<file path="src/rtl/axis_switch_out_sched.sv">
// Per-output-port round-robin packet scheduler for the AXI Stream switch.
// Define AXIS_SWITCH_SCHED_TIMEOUT_EN to add the stall timeout with forced release.
module axis_switch_out_sched #(
  parameter int N_IN        = 8,
  parameter int ID_W        = $clog2(N_IN),
  parameter int TIMEOUT_CYC = 1024
) (
  input  logic            clk,
  input  logic            reset,
  input  logic [N_IN-1:0] s_tvalid_i,
  input  logic [N_IN-1:0] s_tlast_i,
  output logic [N_IN-1:0] s_tready_o,
  output logic            m_tvalid_o,
  output logic            m_tlast_o,
  input  logic            m_tready_i,
  output logic [ID_W-1:0] sel_id_o,
  output logic            sel_vld_o,
  output logic [15:0]     pkt_cnt_o,
  output logic            timeout_o
);

  typedef enum logic {IDLE, LOCK} state_t;

  state_t          state;
  logic [ID_W-1:0] ptr;
  logic [ID_W-1:0] ptr_nxt;
  logic [ID_W-1:0] win_idle;
  logic [ID_W-1:0] win_eop;
  logic            any_req;
  logic            beat;
  logic            eop;
  logic            force_rel;

  // First requester at or after base, wrapping modulo N_IN (works for any N_IN).
  function automatic logic [ID_W-1:0] rr_pick(input logic [N_IN-1:0] req,
                                              input logic [ID_W-1:0] base);
    logic [ID_W-1:0] w;
    logic [N_IN-1:0] sh;
    logic            found;
    int              idx;
    w     = '0;
    found = 1'b0;
    for (int k = 0; k < N_IN; k++) begin
      idx = int'(base) + k;
      if (idx >= N_IN) idx = idx - N_IN;
      sh = req >> idx;
      if (!found && sh[0]) begin
        w     = ID_W'(idx);
        found = 1'b1;
      end
    end
    return w;
  endfunction

  always_comb begin
    m_tvalid_o = sel_vld_o & s_tvalid_i[sel_id_o];
    m_tlast_o  = sel_vld_o & s_tlast_i[sel_id_o];
    s_tready_o = '0;
    if (sel_vld_o && m_tready_i) s_tready_o = N_IN'(1) << sel_id_o;
  end

  assign beat     = m_tvalid_o & m_tready_i;
  assign eop      = beat & m_tlast_o;
  assign any_req  = |s_tvalid_i;
  assign ptr_nxt  = (sel_id_o == ID_W'(N_IN - 1)) ? '0 : sel_id_o + ID_W'(1);
  assign win_idle = rr_pick(s_tvalid_i, ptr);
  // Re-arbitration at end of packet already sees the rotated pointer.
  assign win_eop  = rr_pick(s_tvalid_i, ptr_nxt);

  always_ff @(posedge clk) begin
    if (reset) begin
      state     <= IDLE;
      ptr       <= '0;
      sel_id_o  <= '0;
      sel_vld_o <= 1'b0;
      pkt_cnt_o <= '0;
    end else begin
      case (state)
        IDLE: begin
          if (any_req) begin
            sel_id_o  <= win_idle;
            sel_vld_o <= 1'b1;
            state     <= LOCK;
          end
        end
        LOCK: begin
          if (eop) begin
            pkt_cnt_o <= pkt_cnt_o + 16'd1;
            ptr       <= ptr_nxt;
            if (any_req) begin
              sel_id_o <= win_eop;
            end else begin
              sel_vld_o <= 1'b0;
              state     <= IDLE;
            end
          end else if (force_rel) begin
            ptr       <= ptr_nxt;
            sel_vld_o <= 1'b0;
            state     <= IDLE;
          end
        end
        default: begin
          sel_vld_o <= 1'b0;
          state     <= IDLE;
        end
      endcase
    end
  end

`ifdef AXIS_SWITCH_SCHED_TIMEOUT_EN
  localparam int TO_W = $clog2(TIMEOUT_CYC + 1);

  logic [TO_W-1:0] stall_cnt;

  // A beat in the terminal cycle wins over the timeout and clears the count.
  assign force_rel = (state == LOCK) && !beat && (stall_cnt == TO_W'(TIMEOUT_CYC));

  always_ff @(posedge clk) begin
    if (reset) begin
      stall_cnt <= '0;
      timeout_o <= 1'b0;
    end else begin
      timeout_o <= force_rel;
      if (state != LOCK || beat || force_rel) stall_cnt <= '0;
      else                                   stall_cnt <= stall_cnt + TO_W'(1);
    end
  end
`else
  logic unused_timeout_cfg;

  assign unused_timeout_cfg = (TIMEOUT_CYC > 0);
  assign force_rel          = 1'b0;
  assign timeout_o          = 1'b0;
`endif

endmodule

</file>
<file path="config.mk">
export PLATFORM = sky130hd
export DESIGN_NAME = axis_switch_out_sched
export DESIGN_NICKNAME = d
export VERILOG_FILES = /design/src/rtl/axis_switch_out_sched.sv
export SDC_FILE = /design/constraint.sdc
export NUM_CORES = 1
export LEC_CHECK = 0
export ABC_AREA = 1
export CAP_MARGIN = 40
export CORE_ASPECT_RATIO = 1.25
export CORE_MARGIN = 1
export CORE_UTILIZATION = 55
export CTS_CLUSTER_DIAMETER = 200
export CTS_CLUSTER_SIZE = 25
export DETAILED_ROUTE_END_ITERATION = 7
export PLACE_DENSITY = 0.92
export SKIP_CTS_REPAIR_TIMING = 1
export SYNTH_ARGS = -nofsm -noshare
export SYNTH_HDL_FRONTEND = slang
export SYNTH_SLANG_ARGS = --single-unit
</file>
<file path="constraint.sdc">
create_clock -name clk -period 3.8 [get_ports clk]
set_clock_uncertainty 0.05 [all_clocks]
set_input_delay 0.76 -clock clk [delete_from_list [all_inputs] [get_ports clk]]
set_output_delay 0.76 -clock clk [all_outputs]
set_load 0.02 [all_outputs]
</file>
==> results.cfg <==
[cells_and_area]
multi_input_comb_area_um2 = 2130
final.fill_count = 457
fin_area_um2 = 3520
area_grow_syn2layout_pct = 18.1
drive_above_1_share = 0.0983
mostFrequentLayoutCell = nand2_1
antenna_diode_count = 0
sequential_cell_area_um2 = 480
final_nets = 574
mostFrequentLayoutCells = nand2_1 (127), nand3_1 (66), inv_1 (52), clkdlybuf4s50_1 (48), nor2_1 (42)

[synthesis]
synth.yosys.seq_area_share = 0.161
yosysWarningCount = 0
mean_area_per_synthesized_cell_um2 = 5.98
total_standard_cell_area_after_synthesis_um2 = 2980
syn_inst = 498
ys_seq_elements = 24
syn-num-nets = 532
yosysUniqueCellTypes = 46
dominantRegCellSynth = dfxtp_1
synth_edf_count = 0
synthArstFlopShare = 0

[critical_path]
r2r_setup_slack_ns = 0.83
cp_data_required_time_ns = 2.99
endpoint_kind = output pin
path_class = in -> out
critical_path.reg2reg.startpoint = sel_id_o[0]
worst_r2r_endpoint = sel_id_o[0]
r2r.worst_path.cells = 16
worst-path-max-fanout = 5
worst_path_arrival_ns = 2.59
worstSetupStartpointType = input pin

[clock_network]
cts_sinks = 24
worst_setup_hold_path_clk_slew_ns = 0.09
worst_skew_pair.late_latency_ns = 0.27
cts_htree_levels = 1
cts_tree = done
clock_tree_root_driver_cell = clkbuf_8
cts_buffer_depth = 2
cts_inserted_buffers = 3

[routing]
drt_iter0_drc = 164
antenna_violating_nets_post_route = 0
vias = 3469
avgViaCountPerCell = 5.77
drc_violation_count_after_routing = 0
postRouteWirelength_um = 8580
wl_per_cell_um = 14.3
detail_route.first_pass.iterations = 5

[timing]
rsz0062_at_grt = false
setup_viol = 0
timing_worst_slew_pin_value_ns = 0.574
fin_crit_ns = 3.40
timing.fmax_mhz = 294
final_max_slew_viol_count = 0
period_share = 0.895
timing_hold_violations_final = 0
setup-tns-final_ns = 0
relSlewSlack = 0.616

[power_and_ir_drop]
p_sw_w = 0.000476
p_total_w = 0.00107
swShare = 0.445
internal_power_w = 0.000593
cellLeakagePower_nw = 1.57
power.combinational.fraction = 0.529
seq_power_share = 0.254
share_clk_of_total_power = 0.217
power_density_nw_per_um2 = 304
worst_vdd_rail_ir_drop_v = 0.000209

[run]
max_cap_violations = 0

[global_route]
gr-usage-met1 = 0.314
first_pass_grt_wire_length_um = 13800
antenna_found_initial = 0
use_met3 = 0.0353
grt-ovfl-total = 0
largest_net_degree_at_the_start_of_global_routing = 23
global_route.peak_usage_layer = met2
first_global_vias = 3259
grtUsageMet2 = 0.583
grtUsageTotal = 0.309

[die]
die_x_um = 67.8
initial_core_util = 0.578
core_area_um2 = 5150
floorplan.die.height_um = 84.3
floorplan.rows = 29
die-area_um2 = 5720
boundaryPins = 50

[worst_hold_path]
worstHoldStart = pkt_cnt_o[3]
hold-path-cell-count = 2
worst_hold_path.endpoint = pkt_cnt_o[3]
hp-class = reg -> reg

[place]
gp_congestion = 0.987
detailed_place_hpwl_um = 6820
place.port_buffers = 48
cell_area_placed_um2 = 3450

[outcome]
outcome = complete, no violations
==> cells in the mapped netlist, types with 2 or more instances <==
library cell,instances,area [µm²]
a21oi_1,33,165
a21oi_2,3,26.3
and2_1,2,12.5
buf_2,5,25.0
buf_4,3,22.5
buf_6,4,45.0
buf_8,2,30.0
clkbuf_1,3,11.3
dfxtp_1,24,480
ha_1,15,188
inv_1,52,195
inv_2,4,15.0
inv_4,2,12.5
nand2_1,127,477
nand2_2,10,62.6
nand3_1,66,330
nand3_2,8,80.1
nand3_4,2,35.0
nand3b_1,3,22.5
nand4_1,9,56.3
nor2_1,42,158
nor2_2,2,12.5
nor2_4,4,45.0
nor3_1,10,50.1
nor4_1,5,31.3
o21ai_0,27,135
o21ai_1,5,25.0
o22ai_1,2,12.5
xnor2_1,4,35.0
xor2_1,4,35.0
==> how the worst max path moves through the flow <==
stage	slack, ns	from	to
4_1_cts	0.42	s_tvalid_i[5]	m_tvalid_o
3_5_place_dp	0.43	s_tvalid_i[5]	m_tvalid_o
6_report	0.40	s_tvalid_i[5]	m_tvalid_o
5_1_grt	0.29	s_tvalid_i[5]	m_tvalid_o
3_3_place_gp	0.47	s_tvalid_i[5]	m_tvalid_o
2_1_floorplan	0.80	sel_id_o[0]	sel_id_o[0]
==> flip-flops by register name, summed over array words and instances (netlist names) <==
name	cells
sel_vld_o	1
ptr	3
state	1
sel_id_o	3
pkt_cnt_o	16
==> cell families (layout without fill, tap and decap cells) <==
logic type / Yosys count / after routing / share of synthesized area
DFF: 24 / 24 / 0.161
buffers and inverters: 77 / 118 / 0.123
adders and majority gates: 15 / 15 / 0.0630
other: 1 / 1 / 0.00126
AOI/OAI and AO/OA: 76 / 76 / 0.139
and+or+nand+nor: 297 / 297 / 0.489
xor gates and xnor gates: 8 / 8 / 0.0235
==> per-stage QoR <==
| step | setup WS [ns] | cells | util | hold slack (ns) |
|---|---|---|---|---|
| 2_1_floorplan | 0.798 | 498 | - | 0.497 |
| 3_3_place_gp | 0.466 | 597 | 0.669 | 0.427 |
| 3_5_place_dp | 0.427 | 597 | 0.669 | 0.433 |
| 4_1_cts | 0.422 | 601 | 0.683 | 0.452 |
| 5_1_grt | 0.293 | 601 | 0.683 | 0.492 |
| 6_report | 0.401 | 601 | 0.683 | 0.452 |
==> final cells by class <==
cell class              count  area share
well taps                  62      0.0220
repair buffers             54       0.149
clock buffers               3      0.0117
inverters                  60      0.0658
clock inverters             1     0.00853
multi-input cells         397       0.606
flip-flops and latches     24       0.137
==> power by group through the flow <==
stage / clock [W] / sequential (W) / combinational (W)
detailed placement: 0 / 0.000277 / 0.000553
floorplan: 0 / 0.000278 / 0.000432
global placement: 0 / 0.000277 / 0.000542
CTS: 0.000236 / 0.000271 / 0.000555
global route: 0.000246 / 0.000272 / 0.000632
finish: 0.000232 / 0.000271 / 0.000565
==> worst max-delay path: stages <==
cell and delay (ns):
clkdlybuf4s50_1 0.58, inv_1 0.10, a21oi_1 0.15, o21ai_0 0.10, nand3_1 0.10, o211ai_2 0.12
inv_1 0.08, clkdlybuf4s50_1 0.61
==> metal layers <==
metal | share of wire | up-vias | routed length [µm]
met5 | 0 | - | 0
met4 | 0.043 | 0 | 369
met3 | 0.038 | 32 | 330
met2 | 0.52 | 112 | 4490
met1 | 0.39 | 1602 | 3380
li1 | - | 1723 | -
Note: power is estimated with default switching activity, not from simulation.
